### config.mk
export PLATFORM = sky130hd
export DESIGN_NAME = restoring_divider
export DESIGN_NICKNAME = d
export VERILOG_FILES = /design/src/rtl/restoring_divider.sv
export SDC_FILE = /design/constraint.sdc
export NUM_CORES = 1
export LEC_CHECK = 0
export CAP_MARGIN = 10
export CELL_PAD_IN_SITES_DETAIL_PLACEMENT = 1
export CELL_PAD_IN_SITES_GLOBAL_PLACEMENT = 2
export CORE_AREA = 2 2 162 164
export DETAILED_ROUTE_END_ITERATION = 12
export DIE_AREA = 0 0 164 166
export PLACE_DENSITY_LB_ADDON = 0.1
export SLEW_MARGIN = 15
export SYNTH_ARGS = -nofsm -noshare
export SYNTH_HDL_FRONTEND = slang
export SYNTH_SLANG_ARGS = --single-unit
### constraint.sdc
create_clock -name clk -period 6.9 [get_ports clk]
set_input_delay 1.38 -clock clk [delete_from_list [all_inputs] [get_ports clk]]
set_output_delay 1.38 -clock clk [all_outputs]
set_load 0.01 [all_outputs]
### src/rtl/restoring_divider.sv
// Iterative 32-bit restoring divider: one quotient bit per cycle, fixed latency.
// Define DIV_SIGNED_EN for signed two's-complement division; unsigned otherwise.
module restoring_divider (
  input  logic        clk,
  input  logic        reset,
  input  logic        start,
  input  logic [31:0] a,
  input  logic [31:0] b,
  output logic [31:0] hi,
  output logic [31:0] lo,
  output logic        ready,
  output logic        div_zero,
  output logic        busy
);

  typedef enum logic [2:0] {IDLE, RUN, FIX, DONE, ZERO} state_t;

  state_t      state;
  logic [31:0] dvd;    // dividend magnitude, quotient bits shift in at the LSB
  logic [31:0] dvs;
  logic [32:0] rem;
  logic [4:0]  count;
`ifdef DIV_SIGNED_EN
  logic        sign_a;
  logic        sign_b;
`endif

  logic [33:0] shifted;
  logic [33:0] trial;
  logic        trial_ok;

  always_comb begin
    shifted  = {rem, dvd[31]};
    trial    = shifted - {2'b00, dvs};
    trial_ok = ~trial[33];
  end

`ifdef DIV_SIGNED_EN
  function automatic logic [31:0] magnitude(input logic [31:0] x);
    // 0x80000000 maps to unsigned 2^31, which still fits in 32 bits
    return x[31] ? (~x + 32'd1) : x;
  endfunction
`endif

  always_ff @(posedge clk) begin
    if (reset) begin
      state    <= IDLE;
      hi       <= '0;
      lo       <= '0;
      ready    <= 1'b0;
      div_zero <= 1'b0;
      busy     <= 1'b0;
      dvd      <= '0;
      dvs      <= '0;
      rem      <= '0;
      count    <= '0;
`ifdef DIV_SIGNED_EN
      sign_a   <= 1'b0;
      sign_b   <= 1'b0;
`endif
    end else begin
      ready    <= 1'b0;
      div_zero <= 1'b0;
      case (state)
        IDLE: begin
          if (start) begin
            busy <= 1'b1;
            if (b != '0) begin
`ifdef DIV_SIGNED_EN
              dvd    <= magnitude(a);
              dvs    <= magnitude(b);
              sign_a <= a[31];
              sign_b <= b[31];
`else
              dvd    <= a;
              dvs    <= b;
`endif
              rem    <= '0;
              count  <= 5'd31;
              state  <= RUN;
            end else begin
              div_zero <= 1'b1;
              state    <= ZERO;
            end
          end
        end
        RUN: begin
          rem <= trial_ok ? trial[32:0] : shifted[32:0];
          dvd <= {dvd[30:0], trial_ok};
          if (count == '0) begin
            state <= FIX;
          end else begin
            count <= count - 5'd1;
          end
        end
        FIX: begin
`ifdef DIV_SIGNED_EN
          lo <= (sign_a ^ sign_b) ? (~dvd + 32'd1) : dvd;
          hi <= sign_a ? (~rem[31:0] + 32'd1) : rem[31:0];
`else
          lo <= dvd;
          hi <= rem[31:0];
`endif
          state <= DONE;
        end
        DONE: begin
          ready <= 1'b1;
          busy  <= 1'b0;
          state <= IDLE;
        end
        ZERO: begin
          busy  <= 1'b0;
          state <= IDLE;
        end
        default: begin
          busy  <= 1'b0;
          state <= IDLE;
        end
      endcase
    end
  end

endmodule

==> impl_metrics.env, run 1 <==
export IMPL_cts_root_buf="clkbuf_16"
export IMPL_synth_edf_count=0
export IMPL_avgSynthCellArea_um2=7.78
export IMPL_cts_buffer_depth=2
export IMPL_core_area_mm2=0.0256
export IMPL_crit_arrival_ps=4470
export IMPL_route_antenna_remaining_nets=0
export IMPL_synth_xor_area_frac=0.0350
export IMPL_regToRegEndpoint="rem[13]"
export IMPL_p_leak_uw=0.00401
export IMPL_drtIter0Drc=318
export IMPL_syn_num_nets=1162
export IMPL_synth_top_area_frac=0.417
export IMPL_num_nets_final=1262
export IMPL_yosysWarnings=0
export IMPL_worstMarginPinSlew_ps=1170
export IMPL_syn2layout_area_growth_pct=26.0
export IMPL_p_int_uw=2330
export IMPL_power_density_mw_per_mm2=376
export IMPL_die_h_um=166
export IMPL_synth_seq_cells=172
export IMPL_finalSetupTns_ps=0
export IMPL_fmax_mhz=242
export IMPL_final_util=0.406
export IMPL_grt_max_degree=76
export IMPL_ctsResizeCount=0
export IMPL_period_needed_ps=4120
export IMPL_muxShareOfSynthArea=0.0303
export IMPL_wirelength_um=25000
export IMPL_vias=7515
export IMPL_synth_compound_area_frac=0.177
export IMPL_drc_errors=0
export IMPL_first_pass_iters=4
export IMPL_dp_hpwl_um=17300
export IMPL_regArea_mm2=0.00344
export IMPL_grt_overflow=0
export IMPL_hold_viol_final=0
export IMPL_finalMaxSlewViolations=0
export IMPL_cts_inserted_buffers=17
export IMPL_synthCells=1060
export IMPL_r2r_slack_ps=3180
export IMPL_dieWidth_um=164
export IMPL_vdd_drop_max_mv=0.236
export IMPL_synth_cell_types=57
export IMPL_syn_area_mm2=0.00825
export IMPL_viasPerCell=4.99
export IMPL_synth_top_family_by_area="simple AND/OR/NAND/NOR gates"
export IMPL_grt_pass1_wl_um=41200
export IMPL_wire_per_inst_um=16.6
export IMPL_skew_ps=19.2
export IMPL_max_cap_viol_count=0
export IMPL_hold_class="reg -> reg"
export IMPL_ios=134
export IMPL_r2r_start="dvs[12]"
export IMPL_htreeDepth=4
export IMPL_ctsHoldBuffers=0
export IMPL_post_synth_top_area_cell="dfxtp_1"
export IMPL_gp_routability_congestion=0.782
export IMPL_startpoint_type="input pin"
export IMPL_cts_clk_slew_worst_paths_ps=80
export IMPL_finalCritPeriodShare=0.598
export IMPL_yosys_top_cells_area="dfxtp_1 (42%), nand2_1 (11%), a21oi_1 (7.8%), ha_1 (5.2%), nor2_1 (5.0%)"
export IMPL_cp_max_fo=66
export IMPL_synth_main_ff_cell="dfxtp_1"
export IMPL_hold_start="dvs[20]"
export IMPL_post_cts_buffers=0
export IMPL_multiInputGateArea_mm2=0.00441
export IMPL_holdPathEnd="dvs[20]"
export IMPL_clk_latency_ps=440
export IMPL_crit_type="in -> reg"
export IMPL_antenna_found_initial=0
export IMPL_antenna_cells=0
export IMPL_grt_use_total=0.189
export IMPL_synthAdderAreaFrac=0.0540
export IMPL_rsz0062_at_grt="no"
export IMPL_slew_limit_headroom=0.223
export IMPL_synth_seq_area_share=0.417
export IMPL_drive_gt1_frac=0.0503
export IMPL_start_util=0.322
export IMPL_nFillCells=3099
export IMPL_holdPathStages=2
export IMPL_swShare=0.402
export IMPL_status="completed"
export IMPL_cts_num_sinks=172
export IMPL_die_area_mm2=0.0272
export IMPL_end_kind="flip-flop"
export IMPL_r2r_cells=11
export IMPL_worstPathRequired_ps=7250
export IMPL_p_clk_frac=0.245
export IMPL_pwr_share_seq=0.309
export IMPL_portBuffers=133
export IMPL_num_rows=59
export IMPL_p_switching_uw=1570
export IMPL_grt_pass1_vias=7809
export IMPL_synth_simple_area_share=0.237
export IMPL_combPwrFrac=0.446
export IMPL_setup_violations=0
export IMPL_cts_tree="built"
export IMPL_synth_async_sr_flop_share=0
-- worst max-delay path, stage by stage --
cell	delay [ps]
clkdlybuf4s50_1	430
nor4_1	700
nand4_1	400
nor2_1	330
or2_2	180
buf_4	630
nor2_1	100
nor4_1	290
-- kinds of logic after synthesis --
logic type	Yosys count
xor gates and xnor gates	33
buffers and inverters	100
and+or+nand+nor	447
adders and majority gates	35
DFF	172
AOI/OAI and AO/OA	249
muxes	24
-- per-stage QoR --
stage	area [µm²]	worst slack, ps	std cells	total power [µW]	hold WS, ps
final	10400	2780	1507	3910	456
after global routing	10400	2500	1507	4210	475
after CTS	10400	2650	1507	3960	458
after detailed placement	9820	2180	1476	2980	447
after global placement	9820	2300	1476	2970	443
after floorplan	8250	3760	1060	2580	436
-- Yosys cell counts, types with 5 or more instances --
library cell and number:
buf_1 6, nand2_1 235, dfxtp_1 172, and3_1 5
inv_1 39, a21oi_1 129, xor2_1 19, nand4_1 6
nor4_1 42, clkbuf_1 50, o21ai_0 15, xnor2_1 14
mux2i_1 22, a21o_1 19, nor2_1 109, ha_1 34
a211oi_1 5, nor2b_1 8, nand3_1 7, o21ai_1 37
nor3_1 11, a32oi_1 8, o21a_1 7
-- power groups by stage --
stage	registers [µW]	logic [µW]	clock network [µW]
floorplan	1200	1380	0
global placement	1230	1740	0
detailed placement	1230	1750	0
CTS	1210	1760	992
global route	1230	1950	1030
finish	1210	1740	957
-- sequential cells by signal, summed over array words and instances (netlist names), 3 cells and up --
register and flops:
count 5, hi 32, lo 32, rem 33, dvd 32, dvs 32
state 3
-- final cells by class --
| type | count | share of cell area |
|---|---|---|
| Multi-Input combinational cell | 788 | 0.424 |
| Clock buffer | 17 | 0.0409 |
| Tap cell | 335 | 0.0403 |
| Timing Repair Buffer | 142 | 0.134 |
| Clock inverter | 14 | 0.0146 |
| Sequential cell | 172 | 0.331 |
| Inverter | 39 | 0.0141 |
-- routing by layer --
layer	part of all wire	track usage	vias up
li1	-	-	3824
met1	0.50	0.260	3579
met2	0.46	0.311	96
met3	0.023	0.0272	16
met4	0.0084	0.0435	0
met5	0	0	-
-- worst max path at each step --
| stage | startpoint | to | slack (ps) | cells after the start |
|---|---|---|---|---|
| 3_3_place_gp | b[16] | dvd[24] | 2300 | 8 |
| 2_1_floorplan | b[16] | dvd[27] | 3760 | 9 |
| 4_1_cts | b[16] | dvd[3] | 2650 | 8 |
| 6_report | b[16] | dvd[3] | 2780 | 8 |
| 5_1_grt | b[16] | dvd[4] | 2500 | 8 |
| 3_5_place_dp | b[16] | dvd[3] | 2180 | 8 |
-- layout by cell type (no fill, tap or decap), types with 3 or more instances in the layout --
cell	synthesis	routed
nand2_1	235	234
dfxtp_1	172	172
clkdlybuf4s50_1	0	132
a21oi_1	129	129
nor2_1	109	107
nor4_1	42	42
inv_1	39	39
o21ai_1	37	37
ha_1	34	34
mux2i_1	22	22
xor2_1	19	19
a21o_1	19	19
clkbuf_16	0	17
o21ai_0	15	15
xnor2_1	14	14
nor3_1	11	11
buf_4	0	10
a32oi_1	8	8
nor2b_1	8	8
o21a_1	7	7
nand3_1	7	7
nand4_1	6	6
and3_1	5	5
a211oi_1	5	5
o211ai_1	4	4
and4_1	4	4
a31oi_1	4	4
inv_8	0	4
nand2b_1	4	3
or2_2	3	3
and2_1	4	3
clkinvlp_4	0	3
clkinv_8	0	3
No activity file was read; power rests on OpenSTA's default activity.
==> run 2: changes to the inputs <==
CORE_AREA = 2 2 167 169   (was 2 2 162 164)
DIE_AREA = 0 0 169 171   (was 0 0 164 166)
clock period = 4.19 ns   (was 6.9 ns; I/O delays follow)
==> run 2 against run 1 <==
  * Clock-buffer cell count is 1 higher
  * Clock skew is 5.7 ps lower
  * Core utilization is 2.2 points lower
  * Sequential cell count stayed put
  * Clock power is 64% higher
  * Worst hold slack worse by 2.1 ps
  * Cell count is 1.3% higher
  * Critical path depth is 4 higher
  * Largest cell class unchanged
  * Largest power group unchanged
==> impl_metrics.env, run 2 (synthesis results as in run 1) <==
export IMPL_status="completed"
export IMPL_rsz0062_at_grt="no"
export IMPL_dp_hpwl_um=17900
export IMPL_finalMaxSlewViolations=0
export IMPL_core_area_mm2=0.0273
export IMPL_max_cap_viol_count=0
export IMPL_holdPathStages=2
export IMPL_syn2layout_area_growth_pct=27.1
export IMPL_vdd_drop_max_mv=0.294
export IMPL_regToRegEndpoint="rem[1]"
export IMPL_portBuffers=133
export IMPL_antenna_found_initial=0
export IMPL_viasPerCell=4.94
export IMPL_p_switching_uw=2590
export IMPL_num_rows=61
export IMPL_crit_chain="inv_1 -> ha_1 -> and3_4 -> and4_1 -> and4_1 -> nor4_1 -> a211o_1 -> a221oi_2 -> nand2b_2 -> buf_4 -> mux2_4 -> o21ai_1"
export IMPL_cpLargestDelayFamily="simple AND/OR/NAND/NOR gates"
export IMPL_startpoint_type="flip-flop"
export IMPL_grt_overflow=0
export IMPL_cts_num_sinks=172
export IMPL_crit_arrival_ps=3700
export IMPL_worstPathRequired_ps=4540
export IMPL_hold_viol_final=0
export IMPL_wirelength_um=25300
export IMPL_p_leak_uw=0.00406
export IMPL_cts_tree="built"
export IMPL_wire_per_inst_um=16.6
export IMPL_fmax_mhz=299
export IMPL_first_pass_iters=4
export IMPL_cp_slowest_cell="ha_1"
export IMPL_cp_max_fo=15
export IMPL_cts_inserted_buffers=17
export IMPL_slew_limit_headroom=0.350
export IMPL_ctsHoldBuffers=0
export IMPL_holdPathEnd="lo[19]"
export IMPL_largest_reg_flops=33
export IMPL_cts_clk_slew_worst_paths_ps=80
export IMPL_combPwrFrac=0.452
export IMPL_start_util=0.302
export IMPL_die_area_mm2=0.0289
export IMPL_cp_num_buf_inv=2
export IMPL_hold_class="reg -> reg"
export IMPL_end_kind="flip-flop"
export IMPL_finalCritPeriodShare=0.799
export IMPL_num_nets_final=1269
export IMPL_htreeDepth=4
export IMPL_hold_start="lo[19]"
export IMPL_period_needed_ps=3350
export IMPL_p_clk_frac=0.242
export IMPL_grt_pass1_wl_um=41000
export IMPL_crit_type="reg -> reg"
export IMPL_swShare=0.399
export IMPL_setup_violations=0
export IMPL_final_common_cell="nand2_1"
export IMPL_p_int_uw=3900
export IMPL_drc_errors=0
export IMPL_critPathMaxStageDelay_ps=400
export IMPL_pwr_share_seq=0.306
export IMPL_gp_routability_congestion=0.770
export IMPL_clk_latency_ps=430
export IMPL_nFillCells=3260
export IMPL_drtIter0Drc=335
export IMPL_r2r_slack_ps=840
export IMPL_drive_gt1_frac=0.0559
export IMPL_r2r_start="dvs[12]"
export IMPL_skew_ps=13.5
export IMPL_fin_ws_ps=842
export IMPL_cts_root_buf="clkbuf_16"
export IMPL_place_ws_ps=511
export IMPL_die_h_um=171
export IMPL_dieWidth_um=169
export IMPL_top_register="rem"
export IMPL_cts_buffer_depth=2
export IMPL_vias=7534
export IMPL_grt_pass1_vias=7677
export IMPL_ios=134
export IMPL_r2r_cells=12
export IMPL_cpMostUsedCell="and4_1"
export IMPL_route_antenna_remaining_nets=0
export IMPL_ctsResizeCount=0
export IMPL_grt_use_total=0.177
export IMPL_power_density_mw_per_mm2=619
export IMPL_post_cts_buffers=0
export IMPL_total_power_uw=6490
export IMPL_grt_max_degree=86
export IMPL_antenna_cells=0
export IMPL_mostFrequentLayoutCells="nand2_1 (234), dfxtp_1 (172), clkdlybuf4s50_1 (132), a21oi_1 (129), nor2_1 (107)"
export IMPL_finalSetupTns_ps=0
export IMPL_worstMarginPinSlew_ps=975
run 2: stage by stage:
stage                     utilization  cells  hold slack (ps)  area (µm²)
after detailed placement        0.363   1494              446        9910
after floorplan                     -   1060              436        8250
after global placement          0.363   1494              442        9910
after CTS                       0.384   1526              457       10500
final                           0.384   1526              453       10500
after global routing            0.384   1526              475       10500
run 2: power groups by stage:
stage	Sequential [µW]	Clock, µW	Combinational, µW
after floorplan	1980	0	2270
after global placement	2020	0	2940
after detailed placement	2030	0	2950
after CTS	1990	1640	2970
after global routing	2020	1700	3270
final	1980	1570	2930
run 2: layer usage:
| layer | vias to the layer above | routed length [µm] | track usage |
|---|---|---|---|
| li1 | 3841 | - | - |
| met1 | 3598 | 12700 | 0.239 |
| met2 | 82 | 11800 | 0.302 |
| met3 | 13 | 542 | 0.0282 |
| met4 | 0 | 175 | 0.0334 |
| met5 | - | 0 | 0 |
run 2: worst register-to-register path: stages (launching register included):
cell      delay (ps)
dfxtp_1          330
inv_1             40
ha_1             400
and3_4           260
and4_1           240
and4_1           260
nor4_1            70
a211o_1          330
a221oi_2         300
nand2b_2         340
buf_4            300
mux2_4           300
o21ai_1          100
run 2: area by class of cell:
type | instances | area (µm²) | area share
clock buffers | 18 | 429 | 0.0409
clock inverters | 14 | 149 | 0.0142
inverters | 39 | 146 | 0.0140
multi-input cells | 788 | 4410 | 0.421
flip-flops and latches | 172 | 3440 | 0.328
well taps | 346 | 433 | 0.0413
repair buffers | 149 | 1470 | 0.141
run 2: worst max-delay path by stage:
stage                     startpoint  endpoint  slack, ps  cells after the start
after detailed placement       b[31]    dvd[8]        510                      8
after floorplan              dvs[12]   rem[12]       1580                     13
after global placement         b[14]   rem[27]        540                     10
final                        dvs[12]    rem[1]        840                     12
after global routing         dvs[13]    rem[0]        640                     12
after CTS                    dvs[13]    rem[1]        830                     12
==> run 3: changes to the inputs <==
clock period = 3.4 ns   (was 4.19 ns; I/O delays follow)
==> run 3 against run 2 <==
  * Die area unchanged
  * Routed wire length decreased by 0.44%
  * Design area increased by 1.0%
  * Critical path type unchanged
==> impl_metrics.env, run 3 (synthesis results as in run 1) <==
export IMPL_status="completed"
export IMPL_clk_latency_ps=430
export IMPL_fin_ws_ps=264
export IMPL_die_area_mm2=0.0289
export IMPL_crit_arrival_ps=3500
export IMPL_vdd_drop_max_mv=0.425
export IMPL_critPathMaxStageDelay_ps=390
export IMPL_ctsHoldBuffers=0
export IMPL_core_area_mm2=0.0273
export IMPL_cts_tree="built"
export IMPL_max_cap_viol_count=0
export IMPL_p_leak_uw=0.00410
export IMPL_drtIter0Drc=240
export IMPL_dp_hpwl_um=18000
export IMPL_cts_buffer_depth=2
export IMPL_drive_gt1_frac=0.0608
export IMPL_met2RoutedLength_um=11900
export IMPL_dr_max_layer_used="met4"
export IMPL_portBuffers=133
export IMPL_finalSetupTns_ps=0
export IMPL_cts_inserted_buffers=17
export IMPL_crit_type="reg -> reg"
export IMPL_syn2layout_area_growth_pct=28.4
export IMPL_ios=134
export IMPL_met1_length_um=12500
export IMPL_place_ws_ps=126
export IMPL_htreeDepth=4
export IMPL_period_needed_ps=3140
export IMPL_dieWidth_um=169
export IMPL_post_cts_buffers=0
export IMPL_start_util=0.302
export IMPL_crit_chain="inv_1 -> ha_1 -> and3_4 -> and4_1 -> o2111a_1 -> nor4_1 -> a211o_1 -> a221oi_2 -> nand2b_4 -> buf_12 -> mux2_4 -> o21ai_1"
export IMPL_num_nets_final=1274
export IMPL_end_kind="flip-flop"
export IMPL_startpoint_type="flip-flop"
export IMPL_viasPerCell=4.90
export IMPL_cp_num_buf_inv=2
export IMPL_first_pass_iters=4
export IMPL_grt_max_degree=60
export IMPL_wire_per_inst_um=16.4
export IMPL_grt_use_total=0.178
export IMPL_worstMarginPinSlew_ps=767
export IMPL_grt_pass1_wl_um=41000
export IMPL_setup_violations=0
export IMPL_grt_overflow=0
export IMPL_top_register="rem"
export IMPL_wirelength_um=25200
export IMPL_finalMaxSlewViolations=0
export IMPL_route_antenna_remaining_nets=0
export IMPL_final_common_cell="nand2_1"
export IMPL_hold_class="reg -> reg"
export IMPL_worstPathRequired_ps=3760
export IMPL_cpLargestDelayFamily="compound AO/OA/AOI/OAI gates"
export IMPL_hold_viol_final=0
export IMPL_fmax_mhz=319
export IMPL_finalCritPeriodShare=0.922
export IMPL_cts_clk_slew_worst_paths_ps=70
export IMPL_cts_root_buf="clkbuf_16"
export IMPL_cts_num_sinks=172
export IMPL_mostFrequentLayoutCells="nand2_1 (234), dfxtp_1 (172), clkdlybuf4s50_1 (132), a21oi_1 (129), nor2_1 (107)"
export IMPL_drc_errors=0
export IMPL_die_h_um=171
export IMPL_slew_limit_headroom=0.487
export IMPL_largest_reg_flops=33
export IMPL_gp_routability_congestion=0.814
export IMPL_vias=7509
export IMPL_cp_max_fo=9
export IMPL_met3_length_um=532
export IMPL_power_density_mw_per_mm2=767
export IMPL_num_rows=61
export IMPL_antenna_found_initial=0
export IMPL_skew_ps=16.5
export IMPL_rsz0062_at_grt="no"
export IMPL_cp_slowest_cell="ha_1"
export IMPL_antenna_cells=0
export IMPL_grt_pass1_vias=7710
[run 3: through the flow]
stage / instances / hold WS [ps] / instance area, µm² / power, µW / utilization
final: 1531 / 454 / 10600 / 8130 / 0.388
after global routing: 1531 / 470 / 10600 / 8780 / 0.388
after CTS: 1531 / 457 / 10600 / 8250 / 0.387
after detailed placement: 1499 / 446 / 9990 / 6240 / 0.366
after global placement: 1499 / 442 / 9990 / 6230 / 0.366
after floorplan: 1060 / 436 / 8250 / 5240 / -
[run 3: worst reg2reg max path, cell delays in order (launching register included)]
cell      delay [ps]
dfxtp_1          340
inv_1             50
ha_1             390
and3_4           260
and4_1           230
o2111a_1         270
nor4_1            80
a211o_1          340
a221oi_2         340
nand2b_4         190
buf_12           190
mux2_4           290
o21ai_1          110
[run 3: final cells by class]
cell class	count	area [µm²]
Clock buffer	18	439
Tap cell	346	433
Inverter	39	146
Clock inverter	14	154
Multi-Input combinational cell	788	4420
Fill cell	3246	16700
Timing Repair Buffer	154	1560
Sequential cell	172	3440
[run 3: what timing repair did]
item                                    4_1_cts  5_1_grt
endpoints found under the setup margin        0        1
gates resized for setup                       0        1
endpoints found under the hold margin         0        0
[run 3: layer usage]
| metal | up-vias | track usage |
|---|---|---|
| li1 | 3866 | - |
| met1 | 3557 | 0.238 |
| met2 | 76 | 0.307 |
| met3 | 10 | 0.0278 |
| met4 | 0 | 0.0346 |
| met5 | - | 0 |
[run 3: power by group]
part | internal, µW | switching (µW)
sequential | 2250 | 198
combinational | 1660 | 2070
clock | 1000 | 953
total | 4910 | 3220
[run 3: final timing paths]
check / startpoint / end / slack (ps) / cells past startpoint
max: dvs[12] / rem[1] / 260 / 12
min: hi[5] / hi[5] / 450 / 2
max reg2reg: dvs[12] / rem[1] / 260 / 12
min reg2reg: hi[5] / hi[5] / 450 / 2
